$ cat src/rtl/sysmgr_rst_ctl_if.sv
// PLL control and warm-boot bundle between the reset supervisor and the PLL/boot logic.
interface sysmgr_rst_ctl_if;
  logic       pll_lock;
  logic       pll_rst;
  logic [1:0] wb_sel;
  logic       wb_boot;
  logic       running;

  modport master (input pll_lock, output pll_rst, wb_sel, wb_boot, running);
  modport slave  (output pll_lock, input pll_rst, wb_sel, wb_boot, running);
endinterface

$ cat src/rtl/sysmgr_rst_ctl.sv
// Board-clock reset/boot supervisor: holds the PLL in reset until lock, re-resets on
// lock loss/timeout, restarts on button or system request, warm-boots on a long press.
module sysmgr_rst_ctl #(
  parameter int RST_CYCLES   = 16,
  parameter int LOCK_TIMEOUT = 65536,
  parameter int DEB_CYCLES   = 4096,
  parameter int LONG_CYCLES  = 24000000
) (
  input  logic             clk,
  input  logic             rst_n,
  input  logic             btn_n,
  input  logic             req_rst,
  sysmgr_rst_ctl_if.master sys
);
  localparam int T_MAX0 = (RST_CYCLES > LOCK_TIMEOUT) ? RST_CYCLES : LOCK_TIMEOUT;
  localparam int T_MAX  = (T_MAX0 > LONG_CYCLES) ? T_MAX0 : LONG_CYCLES;
  localparam int TW     = $clog2(T_MAX + 1);
  localparam int DW     = (DEB_CYCLES > 1) ? $clog2(DEB_CYCLES) : 1;

  localparam logic [TW-1:0] T_RST_END  = TW'(RST_CYCLES - 1);
  localparam logic [TW-1:0] T_LOCK_END = TW'(LOCK_TIMEOUT - 1);
  localparam logic [TW-1:0] T_LONG_END = TW'(LONG_CYCLES - 1);
  localparam logic [DW-1:0] DEB_END    = DW'(DEB_CYCLES - 1);

  typedef enum logic [2:0] {
    ST_PLL_RST, ST_WAIT_LOCK, ST_RUN, ST_BTN, ST_BOOT
  } state_t;

  logic [1:0]    btn_sync, req_sync, lock_sync;
  logic          btn_s, req_s, lock_s;
  logic          btn_deb;
  logic [DW-1:0] deb_cnt;
  logic          req_q, req_edge;
  logic [TW-1:0] timer;
  state_t        state, state_d;

  assign btn_s  = btn_sync[1];
  assign req_s  = req_sync[1];
  assign lock_s = lock_sync[1];

  always_ff @(posedge clk) begin
    if (!rst_n) begin
      btn_sync  <= 2'b11;
      req_sync  <= 2'b00;
      lock_sync <= 2'b00;
    end else begin
      btn_sync  <= {btn_sync[0], btn_n};
      req_sync  <= {req_sync[0], req_rst};
      lock_sync <= {lock_sync[0], sys.pll_lock};
    end
  end

  // btn_deb is active-high (pressed); counter runs only while the input disagrees with it
  always_ff @(posedge clk) begin
    if (!rst_n) begin
      btn_deb <= 1'b0;
      deb_cnt <= '0;
    end else if ((~btn_s) == btn_deb) begin
      deb_cnt <= '0;
    end else if (deb_cnt == DEB_END) begin
      btn_deb <= ~btn_deb;
      deb_cnt <= '0;
    end else begin
      deb_cnt <= deb_cnt + 1'b1;
    end
  end

  // Edge pulse is registered so a request lands one cycle after lock-loss from the same edge
  always_ff @(posedge clk) begin
    if (!rst_n) begin
      req_q    <= 1'b0;
      req_edge <= 1'b0;
    end else begin
      req_q    <= req_s;
      req_edge <= req_s & ~req_q;
    end
  end

  always_comb begin
    state_d = state;
    case (state)
      ST_PLL_RST:   if (timer == T_RST_END) state_d = ST_WAIT_LOCK;
      ST_WAIT_LOCK: begin
        if (lock_s)                   state_d = ST_RUN;
        else if (timer == T_LOCK_END) state_d = ST_PLL_RST;
      end
      ST_RUN: begin
        if (!lock_s)       state_d = ST_PLL_RST;
        else if (req_edge) state_d = ST_PLL_RST;
        else if (btn_deb)  state_d = ST_BTN;
      end
      ST_BTN: begin
        if (!lock_s)                  state_d = ST_PLL_RST;
        else if (!btn_deb)            state_d = ST_PLL_RST;
        else if (timer == T_LONG_END) state_d = ST_BOOT;
      end
      ST_BOOT:      state_d = ST_BOOT;
      default:      state_d = ST_PLL_RST;
    endcase
  end

  // Outputs are flopped from the next state so they change on the same edge as the state
  always_ff @(posedge clk) begin
    if (!rst_n) begin
      state       <= ST_PLL_RST;
      timer       <= '0;
      sys.pll_rst <= 1'b1;
      sys.wb_sel  <= 2'b00;
      sys.wb_boot <= 1'b0;
      sys.running <= 1'b0;
    end else begin
      state <= state_d;
      if (state_d != state) timer <= '0;
      else if (timer != '1) timer <= timer + 1'b1;
      sys.pll_rst <= (state_d == ST_PLL_RST) || (state_d == ST_BOOT);
      sys.wb_sel  <= (state_d == ST_BOOT) ? 2'b01 : 2'b00;
      sys.wb_boot <= (state_d == ST_BOOT);
      sys.running <= (state_d == ST_RUN) || (state_d == ST_BTN);
    end
  end
endmodule

$ cat src/flat_wrapper.sv
// flat-port wrapper written by rule: the top's interface ports become plain ports
module sysmgr_rst_ctl_flat 
#(
  parameter int RST_CYCLES   = 16,
  parameter int LOCK_TIMEOUT = 65536,
  parameter int DEB_CYCLES   = 4096,
  parameter int LONG_CYCLES  = 24000000
)
  (clk, rst_n, btn_n, req_rst, sys_pll_lock, sys_pll_rst, sys_wb_sel, sys_wb_boot, sys_running);
  sysmgr_rst_ctl_if sys_i ();
  input  logic clk;
  input  logic rst_n;
  input  logic btn_n;
  input  logic req_rst;
  input wire logic [$bits(sys_i.pll_lock)-1:0] sys_pll_lock;
  output wire logic [$bits(sys_i.pll_rst)-1:0] sys_pll_rst;
  output wire logic [$bits(sys_i.wb_sel)-1:0] sys_wb_sel;
  output wire logic [$bits(sys_i.wb_boot)-1:0] sys_wb_boot;
  output wire logic [$bits(sys_i.running)-1:0] sys_running;
  assign sys_i.pll_lock = sys_pll_lock;
  assign sys_pll_rst = sys_i.pll_rst;
  assign sys_wb_sel = sys_i.wb_sel;
  assign sys_wb_boot = sys_i.wb_boot;
  assign sys_running = sys_i.running;
  sysmgr_rst_ctl #(.RST_CYCLES(RST_CYCLES), .LOCK_TIMEOUT(LOCK_TIMEOUT), .DEB_CYCLES(DEB_CYCLES), .LONG_CYCLES(LONG_CYCLES)) u_core (.clk(clk), .rst_n(rst_n), .btn_n(btn_n), .req_rst(req_rst), .sys(sys_i));
endmodule
$ cat config.mk
export PLATFORM = sky130hd
export DESIGN_NAME = sysmgr_rst_ctl_flat
export DESIGN_NICKNAME = d
export VERILOG_FILES = /design/src/rtl/sysmgr_rst_ctl_if.sv /design/src/rtl/sysmgr_rst_ctl.sv /design/src/flat_wrapper.sv
export SDC_FILE = /design/constraint.sdc
export NUM_CORES = 1
export LEC_CHECK = 0
export ABC_AREA = 1
export BUFFER_PORTS_ARGS = -buffer_cell sky130_fd_sc_hd__clkbuf_2
export CORE_ASPECT_RATIO = 2
export CORE_MARGIN = 2
export CORE_UTILIZATION = 55
export CTS_CLUSTER_DIAMETER = 120
export DETAILED_ROUTE_END_ITERATION = 7
export PLACE_DENSITY = 0.82
export SYNTH_ARGS = -nofsm -noshare
export SYNTH_HDL_FRONTEND = slang
export SYNTH_SLANG_ARGS = --single-unit
$ cat constraint.sdc
create_clock -name clk -period 2.1 [get_ports clk]
set_input_delay 0.315 -clock clk [delete_from_list [all_inputs] [get_ports clk]]
set_output_delay 0.315 -clock clk [all_outputs]
set_load 0.02 [all_outputs]
==> run_results.csv, run 1 <==
group,metric,value,unit
status,outcome,"complete, no violations",
detailed_routing,wl_met2,2270,um
detailed_routing,via_per_inst,5.20,
placed_design,dpl_cell_area,2640,um^2
logic_synthesis,synth_top_area_cell,"dfxtp_1",
logic_synthesis,synth-xor-area-share,7.94,%
logic_synthesis,syn_area_per_cell,7.31,um^2
global_route,overflow,0,
setup_path,cpMaxStageDelayCell,"dfxtp_1",
logic_synthesis,ys_warn_count,0,
pwr,pwr-share-comb,3.3,%
logic_synthesis,synth_adder_area_share,0.987,%
logic_synthesis,yosys.area_share.simple,37.0,%
detailed_routing,routed_wl,4840,um
setup_path,critPathTopFamily,"simple AND/OR/NAND/NOR gates",
clocking,post-cts-setup-buffer-count,0,
pwr,power_density,601,nW/um^2
detailed_routing,dr_wl_met3,206,um
logic_synthesis,synth_compound_area_share,4.59,%
floorplanning,boundaryPins,10,
global_route,groute.usage.overall,21.0,%
setup_path,critPathRequiredTime,2.31,ns
logic_synthesis,synth_most_common_cell,"nor2_1",
pwr,swShare,23.3,%
logic_synthesis,synth_seq_area_share,41.0,%
logic_synthesis,synth_area,2540,um^2
sta,rsz0062_at_grt,"no",
floorplanning,placementRows,35,
setup_path,cp_num_buf_inv,1,
pwr,power,1640,uW
global_route,antenna_found_initial,0,
clocking,cts_sinks,52,
sta,fin_crit,1.88,ns
floorplanning,die_x,52.0,um
global_route,grt_max_degree,26,
logic_synthesis,yosys_register_bits,52,
detailed_routing,drtIter0Drc,87,
floorplanning,die_area,5200,um^2
clocking,cts_made_buffers,5,
detailed_routing,drc,0,
layout,layoutNonFillerInstCount,415,
detailed_routing,avgRoutedWirePerCell,11.7,um
layout,antennaDiodeCount,0,
setup_path,start_kind,"flop",
sta,finalClockSkew,0.0122,ns
pwr,switchingPower,382,uW
logic_synthesis,syn-instance-count,347,
detailed_routing,wl_met1,2300,um
run,cap_violations,0,
setup_path,critPathMaxStageDelay,0.38,ns
detailed_routing,ant_nets,0,
pwr,p_leak,0.00108,uW
placed_design,placed_cells,407,
layout,postLayoutCoreUtil,60.4,%
clocking,clk_latency,0.31,ns
hold_path,hold_path.class,"input port to flop",
clocking,ctsResizeCount,0,
sta,hold_viol,0,
logic_synthesis,synthMuxAreaShare,0,%
layout,layout-drive-gt1-share,14.7,%
global_route,grt_first_pass_wirelength,8560,um
placed_design,port_buffers,8,
setup_path,critPathKind,"flop to flop",
placed_design,place_congestion,0.918,
clocking,cts_tree,"yes",
pwr,seq_power_share,61.4,%
logic_synthesis,synth_ff_type,"dfxtp_1",
logic_synthesis,synth_top_family_by_area,"simple AND/OR/NAND/NOR gates",
logic_synthesis,yosysTopAreaCellShare,41.0,%
pwr,pwr-share-clk,35.3,%
detailed_routing,vias,2159,
setup_path,critPathCaptureType,"flop",
sta,slew_viol_final,0,
setup_path,crit_chain,"ha_1 > inv_1 > nor2_2 > nand2_2 > nor2_4 > nand2_2 > nor2_2 > nand2_2 > nand2_1 > nor2_1 > xnor2_1 > nor2_2",
pwr,p_int,1260,uW
sta,fmax,531,MHz
layout,finalNetCount,366,
logic_synthesis,synthTopCellsByCount,"66 x nor2_1, 55 x nand2_1, 52 x dfxtp_1",
layout,finish.instance_area,2730,um^2
detailed_routing,top_layer_used,"met4",
setup_path,crit_fanout,10,
logic_synthesis,syn-num-nets,354,
floorplanning,start_util,56.2,%
clocking,ctsHoldBuffers,0,
clocking,clk_pin_slew,0.10,ns
sta,setup_viol,0,
clocking,cts_buffer_depth,2,
logic_synthesis,synth-edff-count,0,
clocking,h-tree-depth,2,
floorplanning,core_area,4510,um^2
sta,fin_crit_sh,89.7,%
placed_design,place_hpwl,3700,um
floorplanning,chipHeight,100,um
global_route,grt_pass1_vias,2025,
clocking,clockRootBuffer,"clkbuf_8",
setup_path,cp.arrival,2.10,ns
detailed_routing,first_pass_iters,4,
logic_synthesis,post_synth_num_cell_types,33,
sta,timing.setup.tns,0,ns
pwr,ir_drop,0.659,mV
logic_synthesis,synth_top_cells_by_area,"dfxtp_1 41%, nor2_1 9.8%, nand2_1 8.1%",
logic_synthesis,synthArstFlopShare,0,%
layout,syn_to_final_growth,7.50,%
layout make-up:
cell class	count	area, um^2
Fill cell	408	1780
Multi-Input combinational cell	246	1290
Clock inverter	3	21.3
Timing Repair Buffer	12	82.6
Inverter	42	158
Tap cell	55	68.8
Clock buffer	5	68.8
Sequential cell	52	1040
sequential cells by signal (all words and copies together) (netlist names):
register	cells
u_core.sys.wb_boot	1
u_core.timer	25
u_core.lock_sync	2
u_core.state	3
u_core.req_q	1
u_core.btn_deb	1
u_core.sys.running	1
u_core.req_edge	1
u_core.deb_cnt	12
u_core.sys.pll_rst	1
u_core.btn_sync	2
u_core.req_sync	2
placed cells by master (no fill, tap or decap), types with 5 or more instances in the layout:
cell type	netlist	final
nor3_1	13	13
xnor2_1	5	5
clkbuf_8	0	5
inv_1	40	40
dfxtp_1	52	52
nand2_1	55	55
nor2_2	15	15
nand3_1	21	21
nand4_1	10	10
clkbuf_2	0	8
xor2_1	18	18
nor2_1	66	66
a21oi_1	12	12
nand2_2	8	8
routing by layer:
metal,up-vias,track usage [%]
met5,-,0
met3,6,4.61
li1,1113,-
met4,0,6.48
met1,989,28.1
met2,51,33.1
stage by stage:
stage	hold slack, ns	setup WS, ns
global placement	0.373	0.275
detailed placement	0.385	0.226
global route	0.187	0.0299
CTS	0.177	0.222
floorplan	0.368	0.334
finish	0.188	0.215
kinds of logic after synthesis:
logic type	Yosys count
simple gates	200
flops	52
buf+inv	49
xor+xnor	23
compound gates	20
fa+ha+maj	2
other cells	1
power by group through the flow:
stage          sequential, uW  clock [uW]  combinational, uW
6_report                 1010         578               54.8
5_1_grt                  1010         629               62.3
4_1_cts                  1010         592               55.4
3_5_place_dp             1030           0               55.3
3_3_place_gp             1030           0               53.2
2_1_floorplan            1030           0               41.3
final timing paths:
check             startpoint            endpoint  slack, ns  depth (start not counted)
max          u_core.timer[1]    u_core.timer[18]       0.22                         12
min                    btn_n  u_core.btn_sync[0]       0.19                          2
max reg2reg  u_core.timer[1]    u_core.timer[18]       0.22                         12
min reg2reg     u_core.req_q     u_core.req_edge       0.39                          1
No activity file was read; power rests on OpenSTA's default activity.
==> inputs of run 2 (changes only) <==
==> constraint.sdc (replaced) <==
create_clock -name clk -period 2.38 [get_ports clk]
set_input_delay 0.357 -clock clk [delete_from_list [all_inputs] [get_ports clk]]
set_output_delay 0.357 -clock clk [all_outputs]
set_load 0.02 [all_outputs]
==> run_results.csv, run 2 (synthesis results as in run 1) <==
group,metric,value,unit
setup_path,start_kind,"flop",
clocking,cts_buffer_depth,2,
pwr,p_leak,0.00106,uW
clocking,ctsHoldBuffers,0,
clocking,h-tree-depth,2,
layout,layout-drive-gt1-share,13.8,%
global_route,groute.usage.overall,21.2,%
floorplanning,chipHeight,100,um
sta,slew_viol_final,0,
setup_path,cp.arrival,2.33,ns
layout,regArea,1040,um^2
placed_design,place_hpwl,3630,um
pwr,switchingPower,351,uW
layout,largest_register_ffs,25,
layout,antennaDiodeCount,0,
global_route,overflow,0,
global_route,antenna_found_initial,0,
detailed_routing,first_pass_iters,4,
sta,fin_ws,0.287,ns
pwr,pwr-share-clk,36.7,%
sta,setup_viol,0,
floorplanning,die_x,52.0,um
setup_path,critPathRequiredTime,2.62,ns
pwr,seq_power_share,60.5,%
setup_path,reg2reg_slack,0.29,ns
placed_design,place_congestion,0.891,
detailed_routing,via_per_inst,5.02,
setup_path,crit_fanout,25,
sta,max_slew_margin,63.3,%
placed_design,port_buffers,8,
layout,mostFrequentLayoutCells,"66 x nor2_1, 55 x nand2_1, 52 x dfxtp_1",
placed_design,dpl_worst_slack,0.282,ns
clocking,clk_latency,0.32,ns
placed_design,placed_cells,403,
hold_path,hold_path.class,"input port to flop",
layout,multi_input_area,1290,um^2
clocking,clk_pin_slew,0.11,ns
sta,hold_ws,0.212,ns
pwr,ir_drop,0.502,mV
sta,rsz0062_at_grt,"yes",
pwr,power_density,545,nW/um^2
clocking,cts_tree,"yes",
setup_path,critPathKind,"flop to flop",
floorplanning,placementRows,35,
sta,finalClockSkew,0.0112,ns
setup_path,critPathCaptureType,"flop",
run,cap_violations,0,
floorplanning,boundaryPins,10,
floorplanning,die_area,5200,um^2
floorplanning,start_util,56.2,%
floorplanning,core_area,4510,um^2
detailed_routing,vias,2064,
pwr,pwr-share-comb,2.8,%
layout,fill_cells,417,
sta,hold_viol,0,
clocking,clockRootBuffer,"clkbuf_8",
sta,fin_crit_sh,88.0,%
layout,layoutNonFillerInstCount,411,
detailed_routing,drtIter0Drc,59,
detailed_routing,ant_nets,0,
sta,fmax,478,MHz
layout,syn_to_final_growth,6.12,%
layout,top_regs,"u_core.timer (25), u_core.deb_cnt (12), u_core.state (3)",
layout,finalNetCount,362,
global_route,grt_max_degree,26,
global_route,grt_first_pass_wirelength,8580,um
status,outcome,"complete, no violations",
detailed_routing,drc,0,
global_route,grt_pass1_vias,1956,
sta,fin_crit,2.09,ns
layout,top_register,"u_core.timer",
pwr,p_int,1120,uW
sta,worstMarginPinSlew,0.546,ns
detailed_routing,routed_wl,4750,um
layout,mostFrequentLayoutCell,"nor2_1",
detailed_routing,avgRoutedWirePerCell,11.6,um
clocking,cts_made_buffers,5,
pwr,swShare,23.9,%
clocking,cts_sinks,52,
==> run 2: cell types whose count changed in the layout (fill, tap and decap cells not counted), sizes merged <==
cell / previous run / this run
inv: 42 / 44
clkinv: 2 / 1
buf: 4 / 0
clkinvlp: 1 / 0
==> run 2: cell type report <==
cell class                 count  share of cell area, %
clock buffer                   5                   2.56
clock inverter                 3                   1.07
inverter                      42                   5.86
multi-input combinational    246                   47.8
sequential                    52                   38.7
tap                           55                   2.56
timing repair buffer           8                   1.49
==> run 2: metal layers <==
layer,part of all wire (%),up-vias,track usage [%]
li1,-,1109,-
met1,48,912,29.5
met2,47,37,33.2
met3,3.6,6,3.13
met4,1.5,0,6.68
met5,0,-,0
==> run 2: timing repair <==
| item | in CTS | in global routing |
|---|---|---|
| endpoints found under the setup margin | 0 | 2 |
| hold endpoints to repair | 0 | 0 |
| setup buffers | 0 | 0 |
| resized for setup | 0 | 0 |
==> run 2: worst paths after layout <==
| check | startpoint | to | cells after the start |
|---|---|---|---|
| max | u_core.timer[0] | u_core.timer[18] | 12 |
| min reg2reg | u_core.req_q | u_core.req_edge | 1 |
| max reg2reg | u_core.timer[0] | u_core.timer[18] | 12 |
| min | sys_pll_lock | u_core.lock_sync[0] | 3 |
==> run 2: critical path, cell delays in order (launching register included) <==
cell and delay, ns:
dfxtp_1 0.36, ha_1 0.27, inv_1 0.09, nor2_2 0.04, nand2_2 0.13, nor2_4 0.06, nand3_1 0.09, nand2_1 0.06
a21oi_1 0.16, nand2_2 0.10, nand2_2 0.08, nand4_4 0.36, nor2_2 0.23
==> run 2: through the flow <==
step / power [uW] / cell area [um^2] / util [%] / TNS, ns
after CTS: 1480 / 2690 / 59.7 / 0
after global routing: 1520 / 2690 / 59.7 / -0.00726
after global placement: 947 / 2590 / 57.5 / 0
after floorplan: 943 / 2540 / - / 0
final: 1470 / 2690 / 59.7 / 0
after detailed placement: 949 / 2590 / 57.5 / 0
==> run 2: power groups by stage <==
stage,clock network [uW],logic (uW),registers [uW]
final,539,40.6,888
after global routing,577,48.0,890
after CTS,552,41.4,888
after detailed placement,0,41.3,908
after global placement,0,39.4,908
after floorplan,0,36.4,906
==> inputs of run 3 (changes only) <==
--- a/config.mk
+++ b/config.mk
@@ -10,9 +10,11 @@
 export CORE_ASPECT_RATIO = 2
 export CORE_MARGIN = 2
 export CORE_UTILIZATION = 55
+export CTS_BUF_LIST = sky130_fd_sc_hd__clkbuf_8
 export CTS_CLUSTER_DIAMETER = 120
 export DETAILED_ROUTE_END_ITERATION = 7
 export PLACE_DENSITY = 0.82
+export RECOVER_POWER = 100
 export SYNTH_ARGS = -nofsm -noshare
 export SYNTH_HDL_FRONTEND = slang
 export SYNTH_SLANG_ARGS = --single-unit
==> run_results.csv, run 3 (synthesis results as in run 1) <==
group,metric,value,unit
setup_path,cpMaxStageDelayCell,"nand4_4",
sta,finalClockSkew,0.0110,ns
global_route,groute.usage.overall,21.2,%
floorplanning,placementRows,35,
sta,worstMarginPinSlew,0.534,ns
clocking,h-tree-depth,2,
layout,regArea,1040,um^2
sta,hold_viol,0,
detailed_routing,drtIter0Drc,54,
layout,mostFrequentLayoutCells,"66 x nor2_1, 56 x nand2_1, 52 x dfxtp_1",
clocking,cts_buffer_depth,2,
layout,mostFrequentLayoutCell,"nor2_1",
setup_path,cp_num_buf_inv,1,
layout,largest_register_ffs,25,
pwr,p_int,1120,uW
setup_path,critPathCaptureType,"flop",
setup_path,crit_fanout,25,
sta,setup_viol,0,
setup_path,crit_chain,"ha_1 > inv_1 > nor2_2 > nand2_2 > nor2_2 > nand2_1 > nand2_1 > a31oi_2 > nand4_4 > nor2_2",
global_route,grt_max_degree,26,
pwr,ir_drop,0.504,mV
clocking,ctsResizeCount,0,
pwr,power_density,547,nW/um^2
sta,max_slew_margin,64.1,%
pwr,pwr-share-clk,36.8,%
clocking,cts_sinks,52,
setup_path,critPathRequiredTime,2.62,ns
placed_design,place_hpwl,3630,um
run,cap_violations,0,
layout,layout-drive-gt1-share,12.4,%
sta,fin_crit_sh,88.0,%
placed_design,place_congestion,0.891,
pwr,switchingPower,353,uW
detailed_routing,avgRoutedWirePerCell,11.6,um
detailed_routing,via_per_inst,5.02,
clocking,clk_latency,0.32,ns
status,outcome,"complete, no violations",
sta,fmax,478,MHz
layout,multi_input_area,1280,um^2
detailed_routing,routed_wl,4750,um
floorplanning,chipHeight,100,um
placed_design,dpl_worst_slack,0.282,ns
placed_design,dpl_cell_area,2590,um^2
clocking,cts_tree,"yes",
setup_path,critPathMaxStageDelay,0.42,ns
floorplanning,die_x,52.0,um
sta,fin_crit,2.09,ns
floorplanning,die_area,5200,um^2
pwr,swShare,24.0,%
pwr,pwr-share-comb,2.8,%
detailed_routing,drc,0,
floorplanning,core_area,4510,um^2
layout,top_regs,"u_core.timer (25), u_core.deb_cnt (12), u_core.state (3)",
hold_path,hold_path.class,"input port to flop",
detailed_routing,vias,2065,
global_route,antenna_found_initial,0,
layout,finish.instance_area,2680,um^2
setup_path,critPathKind,"flop to flop",
floorplanning,start_util,56.2,%
layout,top_register,"u_core.timer",
sta,rsz0062_at_grt,"yes",
global_route,grt_pass1_vias,1956,
detailed_routing,first_pass_iters,4,
setup_path,cp.arrival,2.33,ns
setup_path,cpMostUsedCell,"nor2_2",
setup_path,critPathTopFamily,"simple AND/OR/NAND/NOR gates",
layout,finalNetCount,362,
sta,fin_ws,0.286,ns
pwr,power,1470,uW
floorplanning,boundaryPins,10,
placed_design,port_buffers,8,
layout,fill_cells,421,
clocking,clk_pin_slew,0.11,ns
pwr,seq_power_share,60.5,%
detailed_routing,ant_nets,0,
global_route,grt_first_pass_wirelength,8580,um
pwr,p_leak,0.00105,uW
setup_path,start_kind,"flop",
layout,syn_to_final_growth,5.82,%
sta,slew_viol_final,0,
clocking,clockRootBuffer,"clkbuf_8",
layout,antennaDiodeCount,0,
clocking,cts_made_buffers,5,
global_route,overflow,0,
layout,postLayoutCoreUtil,59.5,%
[run 3: routing by layer]
| metal | track usage, % | up-vias | wire, um |
|---|---|---|---|
| met5 | 0 | - | 0 |
| met4 | 6.68 | 0 | 70 |
| met3 | 3.13 | 6 | 194 |
| met2 | 33.2 | 41 | 2220 |
| met1 | 29.5 | 907 | 2270 |
| li1 | - | 1111 | - |
[run 3: cell type report]
cell class	count	share of cell area, %
Clock inverter	3	1.07
Clock buffer	5	2.56
Multi-Input combinational cell	246	47.8
Tap cell	55	2.56
Timing Repair Buffer	8	1.31
Sequential cell	52	38.8
Inverter	42	5.87
[run 3: worst paths after layout]
kind / slack, ns / start / end / cells past startpoint
setup / recovery: 0.29 / u_core.timer[0] / u_core.timer[18] / 10
hold / removal: 0.21 / sys_pll_lock / u_core.lock_sync[0] / 3
setup reg to reg: 0.29 / u_core.timer[0] / u_core.timer[18] / 10
hold reg to reg: 0.39 / u_core.req_q / u_core.req_edge / 1
[run 3: stage by stage]
stage	setup TNS, ns	std cells	hold slack [ns]
2_1_floorplan	0	347	0.368
3_3_place_gp	0	403	0.373
3_5_place_dp	0	403	0.375
4_1_cts	0	411	0.210
5_1_grt	-0.00726	411	0.217
6_report	0	411	0.213
[run 3: timing repair]
action / 4_1_cts / 5_1_grt
hold buffers: 0 / 0
hold endpoints to repair: 0 / 0
setup buffers: 0 / 0
setup endpoints to repair: 0 / 2
[run 3: power by group through the flow]
stage	Clock (uW)	Sequential, uW	Combinational (uW)
3_3_place_gp	0	908	39.4
6_report	540	888	40.4
3_5_place_dp	0	908	41.3
2_1_floorplan	0	906	36.4
5_1_grt	577	890	47.9
4_1_cts	552	888	41.4
[run 3: worst min-delay path, cell delays in order]
cell,delay (ns)
clkbuf_2,0.07
nand2_1,0.04
inv_1,0.04
